==> src/rtl/sap_core_p.sv <==
// SAP CPU core with internal writable RAM, carry/zero flags, conditional jumps,
// store, explicit output and halt. RAM is loaded through the program port while in reset.
module sap_core_p #(
   parameter int DATA_W = 8,
   parameter int ADDR_W = 4
) (
   input  logic              clk,
   input  logic              reset,
   input  logic              prog_we,
   input  logic [ADDR_W-1:0] prog_addr,
   input  logic [DATA_W-1:0] prog_data,
   output logic [DATA_W-1:0] out,
   output logic              out_valid,
   output logic              halted,
   output logic              flag_c,
   output logic              flag_z,
   output logic [ADDR_W-1:0] pc
);

   localparam int DEPTH = 2 ** ADDR_W;

   localparam logic [3:0] OP_JMP = 4'h1;
   localparam logic [3:0] OP_LDA = 4'h2;
   localparam logic [3:0] OP_LDB = 4'h3;
   localparam logic [3:0] OP_LDI = 4'h4;
   localparam logic [3:0] OP_ADD = 4'h5;
   localparam logic [3:0] OP_SUB = 4'h6;
   localparam logic [3:0] OP_STA = 4'h7;
   localparam logic [3:0] OP_OUT = 4'h8;
   localparam logic [3:0] OP_JC  = 4'h9;
   localparam logic [3:0] OP_JZ  = 4'hA;
   localparam logic [3:0] OP_HLT = 4'hF;

   typedef enum logic [2:0] {ST_F0, ST_F1, ST_E0, ST_E1, ST_HALT} state_t;

   state_t            state_reg, state_next;
   logic [ADDR_W-1:0] pc_reg, pc_next;
   logic [ADDR_W-1:0] mar_reg, mar_next;
   logic [DATA_W-1:0] ir_reg, ir_next;
   logic [DATA_W-1:0] a_reg, a_next;
   logic [DATA_W-1:0] b_reg, b_next;
   logic [DATA_W-1:0] out_reg, out_next;
   logic              c_reg, c_next;
   logic              z_reg, z_next;
   logic              out_valid_reg, out_valid_next;
   logic              halted_reg, halted_next;

   logic [DATA_W-1:0] ram [DEPTH];
   logic [DATA_W-1:0] ram_rd;
   logic              sta_we;
   logic              ram_we;
   logic [ADDR_W-1:0] ram_wa;
   logic [DATA_W-1:0] ram_wd;

   logic [3:0]        opcode;
   logic [ADDR_W-1:0] opr;
   logic [DATA_W:0]   sum;
   logic [DATA_W-1:0] diff;

   assign opcode = ir_reg[DATA_W-1 -: 4];
   assign opr    = ir_reg[ADDR_W-1:0];
   assign ram_rd = ram[mar_reg];
   assign sum    = {1'b0, a_reg} + {1'b0, b_reg};
   assign diff   = a_reg - b_reg;

   // The program port owns the RAM write path during reset, so an STA cut short by reset never lands.
   assign ram_we = reset ? prog_we   : sta_we;
   assign ram_wa = reset ? prog_addr : mar_reg;
   assign ram_wd = reset ? prog_data : a_reg;

   always_ff @(posedge clk) begin
      if (ram_we) begin
         ram[ram_wa] <= ram_wd;
      end
   end

   always_comb begin
      state_next     = state_reg;
      pc_next        = pc_reg;
      mar_next       = mar_reg;
      ir_next        = ir_reg;
      a_next         = a_reg;
      b_next         = b_reg;
      out_next       = out_reg;
      c_next         = c_reg;
      z_next         = z_reg;
      out_valid_next = 1'b0;
      halted_next    = halted_reg;
      sta_we         = 1'b0;

      case (state_reg)
         ST_F0: begin
            mar_next   = pc_reg;
            state_next = ST_F1;
         end
         ST_F1: begin
            ir_next    = ram_rd;
            pc_next    = pc_reg + ADDR_W'(1);
            state_next = ST_E0;
         end
         ST_E0: begin
            state_next = ST_F0;
            case (opcode)
               OP_JMP: pc_next = opr;
               OP_LDA, OP_LDB, OP_STA: begin
                  mar_next   = opr;
                  state_next = ST_E1;
               end
               OP_LDI: a_next = DATA_W'(opr);
               OP_ADD: begin
                  {c_next, a_next} = sum;
                  z_next           = (sum[DATA_W-1:0] == '0);
               end
               OP_SUB: begin
                  a_next = diff;
                  c_next = (a_reg >= b_reg);
                  z_next = (diff == '0);
               end
               OP_OUT: begin
                  out_next       = a_reg;
                  out_valid_next = 1'b1;
               end
               OP_JC: if (c_reg) pc_next = opr;
               OP_JZ: if (z_reg) pc_next = opr;
               OP_HLT: begin
                  halted_next = 1'b1;
                  state_next  = ST_HALT;
               end
               default: ;
            endcase
         end
         ST_E1: begin
            state_next = ST_F0;
            case (opcode)
               OP_LDA:  a_next = ram_rd;
               OP_LDB:  b_next = ram_rd;
               OP_STA:  sta_we = 1'b1;
               default: ;
            endcase
         end
         ST_HALT: state_next = ST_HALT;
         default: state_next = ST_F0;
      endcase
   end

   always_ff @(posedge clk) begin
      if (reset) begin
         state_reg     <= ST_F0;
         pc_reg        <= '0;
         mar_reg       <= '0;
         ir_reg        <= '0;
         a_reg         <= '0;
         b_reg         <= '0;
         out_reg       <= '0;
         c_reg         <= 1'b0;
         z_reg         <= 1'b0;
         out_valid_reg <= 1'b0;
         halted_reg    <= 1'b0;
      end else begin
         state_reg     <= state_next;
         pc_reg        <= pc_next;
         mar_reg       <= mar_next;
         ir_reg        <= ir_next;
         a_reg         <= a_next;
         b_reg         <= b_next;
         out_reg       <= out_next;
         c_reg         <= c_next;
         z_reg         <= z_next;
         out_valid_reg <= out_valid_next;
         halted_reg    <= halted_next;
      end
   end

   assign out       = out_reg;
   assign out_valid = out_valid_reg;
   assign halted    = halted_reg;
   assign flag_c    = c_reg;
   assign flag_z    = z_reg;
   assign pc        = pc_reg;

endmodule

==> config.mk <==
export PLATFORM = sky130hd
export DESIGN_NAME = sap_core_p
export DESIGN_NICKNAME = d
export VERILOG_FILES = /design/src/rtl/sap_core_p.sv
export SDC_FILE = /design/constraint.sdc
export NUM_CORES = 1
export LEC_CHECK = 0
export ABC_AREA = 1
export ABC_CLOCK_PERIOD_IN_PS = 3100
export BUFFER_PORTS_ARGS = -buffer_cell sky130_fd_sc_hd__buf_2
export CAP_MARGIN = 20
export CORE_ASPECT_RATIO = 1.75
export CORE_UTILIZATION = 67
export CTS_CLUSTER_DIAMETER = 60
export DETAILED_ROUTE_END_ITERATION = 6
export PLACE_DENSITY = 0.9
export SLEW_MARGIN = 15
export SYNTH_ARGS = -nofsm -noshare
export SYNTH_HDL_FRONTEND = slang
export SYNTH_SLANG_ARGS = --single-unit
==> constraint.sdc <==
create_clock -name clk -period 3.1 [get_ports clk]
set_input_delay 0.31 -clock clk [delete_from_list [all_inputs] [get_ports clk]]
set_output_delay 0.31 -clock clk [all_outputs]
set_load 0.02 [all_outputs]
==> reports/metrics.yaml, run 1 <==
status: "completed"
avgSynthCellArea_um2: 9.36
nFillCells: 800
placedCellCount: 1073
synth_top_area_frac: 0.454
cts.sinks: 179
rsz0062_at_grt: "false"
start_kind: "register"
clockBufferDepth: 2
detail_route.first_pass.iterations: 6
routedWlPerCell_um: 20.1
start_util: 0.685
die_area_um2: 13100
instances_no_fill: 1105
max_stage_delay_ns: 0.62
dr_wl_met2_um: 11600
die_h_um: 151
arrival_ns: 2.68
drc: 0
n_antenna_cell: 0
final_area_um2: 9310
setup_viol: 0
cts_inserted_buffers: 17
holdWs_ns: 0.198
wirelength_met1_um: 7100
irDropWorstVdd_v: 0.000498
ys.flop_type: "edfxtp_1"
fmax_mhz: 382
ys_seq_elements: 179
via_per_inst: 6.15
synth_top_area_cell: "edfxtp_1"
synth.area.top_cells: "edfxtp_1 45%, dfxtp_1 12%, nand2_1 6.8%"
grt-ovfl-total: 0
grt_pass1_vias: 6493
crit_slowest_cell: "nor2_1"
cp-endpoint: "ram[1][2]"
rows: 54
dpl_cell_area_um2: 8700
drv_slew: 0
core_region_area_um2: 12400
io_pins: 31
dr_total_vias: 6796
groute.usage.overall: 0.359
grt_max_degree: 67
r2r-start: "state_reg[1]"
drive_above_1_share: 0.106
p_per_area_nw_per_um2: 609
routed_wirelength_um: 22200
fin_nets: 959
fin_crit_sh: 0.843
synth.most_common_cell: "nand2_1"
crit_start: "state_reg[1]"
antenna_found_initial: 0
criticalPathCategory: "register to register"
grt_pass1_wl_um: 33200
netlist_top_cells_count: "153 x nand2_1, 128 x edfxtp_1, 124 x inv_1"
post_cts_buffers: 0
min_period_ns: 2.61
leakagePower_uw: 0.00389
worstPathCellList: "nand2_2 -> nor2_4 -> inv_4 -> o41ai_4 -> nand3_2 -> nor2_1"
area_growth_pct: 9.88
cts_root_buffer: "clkbuf_16"
io_buffers: 30
hold_buffers: 0
relSlewSlack: 0.421
regToRegSetupSlack_ns: 0.49
die_w_um: 87.0
hp-start: "reset"
tightest_slew_ns: 0.866
dp_hpwl_um: 15200
hp-class: "primary input to register"
ys_seq_area_frac: 0.574
maxCapViolations: 0
drtIter0Drc: 806
regMostFlops: "ram"
cts_tree: "done"
drtAntennaViolNets: 0
ys_warn_count: 0
cp.required_ns: 3.17
cts.repair.resized: 0
final.setup.tns_ns: 0
critPathCaptureType: "register"
largest_register_ff_count: 128
hold_viol: 0
synth_area_um2: 8470
wl_met3_um: 1600
cts.reportedPaths.clkPinSlew_ns: 0.07
reg2reg_to: "ram[1][2]"
top_layer_used: "met4"
worstRegToRegCells: 6
cts_htree_levels: 4
syn_inst: 905
clk_latency_ns: 0.44
synthesis.nets: 940
synthArstFlopShare: 0
gp_congestion: 0.965
synth-edff-count: 128
final_util: 0.753
fin_worst_skew_ns: 0.0113
crit_fanout: 12
synthDistinctLibCells: 37
metal layers:
metal / vias up / GRT usage
met4: 0 / 0.268
met3: 140 / 0.0850
met2: 426 / 0.639
met1: 3129 / 0.352
met5: - / 0
li1: 3101 / -
metrics by stage:
stage               setup WS [ns]  total power [µW]
global route                0.375              5800
floorplan                    1.20              3220
finish                      0.485              5670
CTS                         0.530              5620
global placement            0.695              3420
detailed placement          0.582              3440
cells by family after synthesis:
family                     share of synthesized area
AOI/OAI and AO/OA                              0.129
adders and majority gates                     0.0313
DFF                                            0.574
and+or+nand+nor                                0.178
xor gates and xnor gates                     0.00310
buffers and inverters                         0.0842
cell usage in the layout (no fill, tap or decap), types with 3 or more instances in the layout:
cell       count
nand2_1      153
o21ai_0       60
a31oi_1        5
inv_2          4
o211ai_1      34
inv_6          4
buf_2         30
edfxtp_1     128
clkinv_4       3
inv_1        124
a21oi_1       66
nand3_1       90
buf_4          8
or2_2          3
nand3_2        6
nand2_2        4
o21ai_1       23
inv_8          3
nand4_1        7
dfxtp_1       49
ha_1          18
nor2_1        69
clkbuf_16     17
worst min-delay path by stage:
stage	to	slack (ns)	depth (start not counted)
5_1_grt	pc[0]	0.20	2
6_report	state_reg[2]	0.20	2
2_1_floorplan	a_reg[0]	0.47	2
4_1_cts	pc[0]	0.18	2
3_3_place_gp	out[1]	0.46	2
3_5_place_dp	out[1]	0.47	2
critical path: cells and delay by family, from the launching register on:
family | cells | cell delay (ns)
flip-flops | 1 | 0.42
AND/OR/NAND/NOR | 4 | 1.26
AO/OA/AOI/OAI | 1 | 0.45
buffers and inverters | 1 | 0.11
where the power goes:
| group | switching, µW | leakage (µW) | internal [µW] | total, µW |
|---|---|---|---|---|
| clock network | 991 | 0.000298 | 1240 | 2230 |
| logic | 537 | 0.00201 | 202 | 739 |
| registers | 73.7 | 0.00159 | 2630 | 2700 |
| total | 1600 | 0.00389 | 4070 | 5670 |
final cells by class:
class	instances	area [µm²]	area share
inverters	131	498	0.0535
repair buffers	39	230	0.0247
well taps	168	210	0.0226
flip-flops and latches	179	4870	0.523
multi-input cells	556	2890	0.311
clock inverters	14	168	0.0180
clock buffers	18	439	0.0472
No activity file was read; power rests on OpenSTA's default activity.
==> run 2: changes to the inputs <==
- ABC_AREA: 1 -> 0
- ABC_CLOCK_PERIOD_IN_PS: 3100 -> 2200
- CORE_UTILIZATION: 67 -> 56
- PLACE_DENSITY: 0.9 -> 0.81
- clock period: 3.1 -> 2.2 ns (I/O delays scaled with it)
==> run 2 against run 1 <==
The run now ends with negative setup slack left. Worst setup slack worse by 0.52 ns. Power is 29% higher. Non-clock buffer count is 68 higher. Largest cell class unchanged.
==> reports/metrics.yaml, run 2 <==
status: "complete, but fails checks"
violations: "negative setup slack"
cts.reportedPaths.clkPinSlew_ns: 0.07  # about the same
synthesis.nets: 648  # -31%
synth_top_area_frac: 0.473  # +0.0187
synth.area.top_cells: "edfxtp_1 47%, dfxtp_1 13%, mux4_2 11%"
ys_seq_elements: 179  # unchanged
synthArstFlopShare: 0  # unchanged
ys.flop_type: "edfxtp_1"
netlist_top_cells_count: "128 x edfxtp_1, 76 x nor2_1, 51 x dfxtp_1"
grt_pass1_vias: 5865  # -9.7%
n_antenna_cell: 0  # unchanged
routed_wirelength_um: 21800  # -1.9%
drtAntennaViolNets: 0  # unchanged
arrival_ns: 2.55  # -0.13 ns
clockBufferDepth: 2  # unchanged
cts.sinks: 179  # unchanged
detail_route.first_pass.iterations: 5  # -1
relSlewSlack: 0.584  # +0.163
rsz0062_at_grt: "true"
synth-edff-count: 128  # unchanged
fin_worst_skew_ns: 0.0123  # +0.00105 ns
ys_seq_area_frac: 0.598  # +0.0237
groute.usage.overall: 0.298  # -0.0606
dpl_cell_area_um2: 8990  # +3.3%
post_cts_buffers: 0  # unchanged
fin_crit_sh: 1.02  # +0.174
hold_depth: 3  # +1
hold_viol: 0  # unchanged
cts_tree: "done"
critPathCaptureType: "register"
grt-ovfl-total: 0  # unchanged
instances_no_fill: 894  # -19%
io_pins: 31  # unchanged
regMostFlops: "ram"
cts_root_buffer: "clkbuf_16"
core_region_area_um2: 14000  # +14%
layout_commonest_cell: "edfxtp_1"
post-place-ws_ns: -0.204  # -0.786 ns
grt_max_degree: 33  # -51%
tightest_slew_ns: 0.624  # -0.242 ns
leakagePower_uw: 0.00356  # -8.7%
start_kind: "register"
fin_nets: 739  # -23%
area_growth_pct: 20.4
cp.required_ns: 2.51  # -0.66 ns
dp_hpwl_um: 14800  # -2.5%
via_per_inst: 6.37  # +3.6%
cts_htree_levels: 4  # unchanged
io_buffers: 30  # unchanged
worstRegToRegCells: 6  # unchanged
cts_inserted_buffers: 17  # unchanged
drc: 0  # unchanged
die_area_um2: 15000  # +15%
nFillCells: 861  # +7.6%
p_per_area_nw_per_um2: 746  # +23%
synth_top_area_cell: "edfxtp_1"
drv_slew: 0  # unchanged
antenna_found_initial: 0  # unchanged
rows: 57  # +5.6%
drive_above_1_share: 0.298  # +0.193
total_power_uw: 7310  # +29%
min_period_ns: 2.24  # -0.376 ns
synth_area_um2: 8130  # -4.0%
placedCellCount: 861  # -20%
mostFrequentLayoutCells: "128 x edfxtp_1, 73 x nor2_1, 67 x buf_4"
die_w_um: 93.1  # +7.0%
largest_register_ff_count: 128  # unchanged
synth.most_common_cell: "edfxtp_1"
fmax_mhz: 447  # +17%
ys_warn_count: 0  # unchanged
hp-class: "primary input to register"
avgSynthCellArea_um2: 13.3  # +42%
final_area_um2: 9790  # +5.2%
crit_fanout: 12  # unchanged
syn_inst: 613  # -32%
dr_total_vias: 5694  # -16%
routedWlPerCell_um: 24.4  # +21%
criticalPathCategory: "register to register"
start_util: 0.579  # -0.106
setup_slack_ns: -0.0390  # -0.524 ns
drtIter0Drc: 542  # -33%
irDropWorstVdd_v: 0.000805  # +62%
gp_congestion: 0.979  # +1.4%
maxCapViolations: 0  # unchanged
clk_latency_ns: 0.44  # about the same
synthDistinctLibCells: 67  # +81%
grt_pass1_wl_um: 32200  # -3.0%
setup_viol: 2  # +2
die_h_um: 161  # +7.1%
run 2: cell types whose count changed after synthesis, moves of 9 or more:
| cell | delta |
|---|---|
| inv_1 | -105 |
| nand2_1 | -104 |
| nand3_1 | -83 |
| o21ai_0 | -48 |
| mux4_2 | +40 |
| a21oi_1 | -35 |
| o211ai_1 | -32 |
| o21ai_1 | -21 |
| buf_2 | -16 |
| mux2i_1 | +15 |
| nand2b_1 | +13 |
| nor3_1 | +10 |
| a211oi_1 | +9 |
| buf_1 | +9 |
run 2: metal layers:
| metal | global-route usage | routed length (µm) | vias to the layer above | share of wire |
|---|---|---|---|---|
| li1 | - | - | 2500 | - |
| met1 | 0.308 | 7160 | 2832 | 0.33 |
| met2 | 0.541 | 12100 | 280 | 0.56 |
| met3 | 0.0560 | 1200 | 82 | 0.055 |
| met4 | 0.189 | 1330 | 0 | 0.061 |
| met5 | 0 | 0 | - | 0 |
run 2: layout make-up:
type	instances	area, µm²	area share
clock buffers	17	425	0.0435
clock inverters	15	178	0.0181
inverters	19	71.3	0.00729
multi-input cells	380	3190	0.326
flip-flops and latches	179	4870	0.498
well taps	177	221	0.0226
repair buffers	107	832	0.0850
run 2: cells by family (layout without fill, tap and decap cells):
family | count (synthesis) | in the layout | synth area share
and+or+nand+nor | 196 | 196 | 0.117
DFF | 179 | 179 | 0.598
AOI/OAI and AO/OA | 100 | 100 | 0.0831
muxes | 56 | 56 | 0.131
buffers and inverters | 54 | 158 | 0.0297
adders and majority gates | 20 | 20 | 0.0326
xor gates and xnor gates | 8 | 8 | 0.00862
run 2: what timing repair did:
action,in CTS,in global routing
endpoints found under the setup margin,4,76
resized for setup,8,34
hold buffers,0,0
gates cloned,0,1
pin swaps,0,7
run 2: where the power goes:
group | switching [µW] | internal, µW
logic | 332 | 245
clock network | 1480 | 1550
registers | 42.8 | 3660
total | 1860 | 5450
run 2: stage by stage:
step	utilization	hold WS [ns]	setup TNS (ns)
global placement	0.640	0.448	-0.207
floorplan	-	0.446	-6.03
finish	0.697	0.314	-0.0437
CTS	0.685	0.280	-0.0376
detailed placement	0.640	0.472	-0.253
global route	0.697	0.313	-0.249
run 2: final timing paths:
path	startpoint	to	slack, ns
max	register	a_reg[3]	-0.04
min	reset	b_reg[1]	0.31
max reg2reg	register	a_reg[3]	-0.04
min reg2reg	halted	halted	0.49
run 2: critical path, stage by stage, from the launching register on:
cell	delay (ns)
dfxtp_4	0.40
buf_12	0.17
buf_4	0.16
mux4_2	0.56
mux4_2	0.58
nor2_1	0.14
o32ai_1	0.10
==> run 3: changes to the inputs <==
- SKIP_LAST_GASP: not set -> 1
==> run 3 against run 2 <==
Global-route usage unchanged. Non-clock buffer count unchanged. Worst setup slack improved by 0.0034 ns. Sequential power about the same. Die area unchanged. Critical endpoint unchanged. Combinational power about the same. Register-to-register slack about the same. Utilization decreased by 0.21 points. The run still ends with negative setup slack left.
==> reports/metrics.yaml, run 3 (same netlist as run 2, synthesis figures left out) <==
cpMostUsedCell: "mux4_2"
clk_latency_ns: 0.44  # about the same
routed_wirelength_um: 21800  # -0.11%
globalRouteMet2Util: 0.541  # unchanged
die_w_um: 93.1  # unchanged
start_kind: "register"
violations: "negative setup slack"
worstPathCellList: "buf_12 -> buf_4 -> mux4_2 -> mux4_2 -> nor2_1 -> o32ai_1"
max_stage_delay_ns: 0.57  # about the same
hp-start: "reset"
instances_no_fill: 894  # unchanged
criticalPathCategory: "register to register"
arrival_ns: 2.54  # about the same
drc: 0  # unchanged
maxCapViolations: 0  # unchanged
area_growth_pct: 20.0
detail_route.first_pass.iterations: 5  # unchanged
fin_nets: 739  # unchanged
regToRegSetupSlack_ns: -0.04  # about the same
internal_power_uw: 5450  # about the same
top_usage_layer: "met2"
gr-usage-met3: 0.0560  # unchanged
holdPathEnd: "b_reg[1]"
grt_pass1_wl_um: 32200  # unchanged
fin_crit_sh: 1.02  # -0.00155
worstRegToRegCells: 6  # unchanged
drtAntennaViolNets: 0  # unchanged
rows: 57  # unchanged
mostFrequentLayoutCells: "128 x edfxtp_1, 73 x nor2_1, 67 x buf_4"
start_util: 0.579  # unchanged
core_region_area_um2: 14000  # unchanged
gp_congestion: 0.979  # unchanged
cts_tree: "done"
hold_depth: 3  # unchanged
min_period_ns: 2.24  # -0.00341 ns
regMostFlops: "ram"
dr_total_vias: 5681  # -0.23%
comb_power_share: 0.079  # about the same
io_pins: 31  # unchanged
die_area_um2: 15000  # unchanged
cp.required_ns: 2.50  # about the same
final_area_um2: 9760  # -0.31%
fin_worst_skew_ns: 0.0134  # +0.00101 ns
cts_htree_levels: 4  # unchanged
irDropWorstVdd_v: 0.000796  # -1.1%
largest_register_ff_count: 128  # unchanged
fmax_mhz: 447  # +0.15%
p_sw_frac: 0.255  # +0.000412
critPathCaptureType: "register"
p_per_area_nw_per_um2: 749  # +0.36%
n_antenna_cell: 0  # unchanged
grt_pass1_vias: 5865  # unchanged
p_clk_frac: 0.415  # about the same
hold_buffers: 0  # unchanged
drtIter0Drc: 471  # -13%
cts_root_buffer: "clkbuf_16"
cts.reportedPaths.clkPinSlew_ns: 0.07  # about the same
layout_commonest_cell: "edfxtp_1"
grt-ovfl-total: 0  # unchanged
hold_viol: 0  # unchanged
p_switching_uw: 1860  # +0.22%
groute.usage.overall: 0.298  # unchanged
antenna_found_initial: 0  # unchanged
final_util: 0.695  # -0.00214
drv_slew: 0  # unchanged
grt_max_degree: 33  # unchanged
clockBufferDepth: 2  # unchanged
rsz0062_at_grt: "true"
io_buffers: 30  # unchanged
met1_usage: 0.308  # unchanged
status: "complete, but fails checks"
hp-class: "primary input to register"
drive_above_1_share: 0.293  # -0.00558
placedCellCount: 861  # unchanged
crit_fanout: 12  # unchanged
cts_inserted_buffers: 17  # unchanged
leakagePower_uw: 0.00355  # -0.15%
dp_hpwl_um: 14800  # unchanged
relSlewSlack: 0.598  # +0.0137
via_per_inst: 6.35  # -0.23%
routedWlPerCell_um: 24.3  # -0.11%
reg2reg_to: "a_reg[3]"
cts.sinks: 179  # unchanged
post_cts_buffers: 0  # unchanged
seqPwrFrac: 0.506  # about the same
crit_slowest_cell: "mux4_2"
setup_slack_ns: -0.0356  # +0.00341 ns
dpl_cell_area_um2: 8990  # unchanged
die_h_um: 161  # unchanged
tightest_slew_ns: 0.603  # -0.0213 ns
setup_viol: 3  # +1
-- run 3: cell counts in the layout (fill, tap and decap cells not counted) --
Identical to the previous run, type by type.
-- run 3: cell type report --
type	instances	area [µm²]
clock inverter	15	178
sequential	179	4870
clock buffer	17	425
multi-input combinational	380	3160
fill	862	4290
inverter	19	71.3
timing repair buffer	107	832
tap	177	221
-- run 3: power by group through the flow --
stage                     Sequential (µW)  Combinational, µW  Clock, µW
after global placement               3760                514          0
after detailed placement             3770                539          0
after global routing                 3700                610       3200
after CTS                            3690                547       3070
final                                3700                577       3040
after floorplan                      3760                356          0
-- run 3: what timing repair did --
item,4_1_cts,5_1_grt
pin swaps,0,6
gates cloned,0,1
gates resized for setup,8,28
endpoints found under the setup margin,4,76
-- run 3: worst max path at each step --
| stage | endpoint | cells past startpoint | from |
|---|---|---|---|
| final | a_reg[3] | 6 | register |
| after global routing | a_reg[5] | 9 | b_reg[1] |
| after CTS | flag_z | 9 | a_reg[0] |
| after detailed placement | flag_z | 7 | a_reg[0] |
| after global placement | flag_z | 7 | b_reg[0] |
| after floorplan | ram[0][0] | 7 | state_reg[2] |
-- run 3: metal layers --
layer  share of wire  wire length (µm)
met5               0                 0
met4           0.054              1180
met3           0.055              1190
met2            0.56             12200
met1            0.33              7200
-- run 3: critical path: cells and delay by family (launching register included) --
family                 cells  cell delay (ns)
AOI/OAI and AO/OA          1             0.10
buffers and inverters      2             0.33
DFF                        1             0.39
muxes                      2             1.14
and+or+nand+nor            1             0.13
-- run 3: stage by stage --
stage / setup WS [ns] / hold slack (ns) / power [µW] / TNS, ns
global placement: -0.170 / 0.448 / 4280 / -0.207
detailed placement: -0.204 / 0.472 / 4310 / -0.253
finish: -0.0356 / 0.320 / 7310 / -0.0481
global route: -0.115 / 0.311 / 7510 / -0.421
CTS: -0.0376 / 0.280 / 7310 / -0.0376
floorplan: -0.0934 / 0.446 / 4110 / -6.03
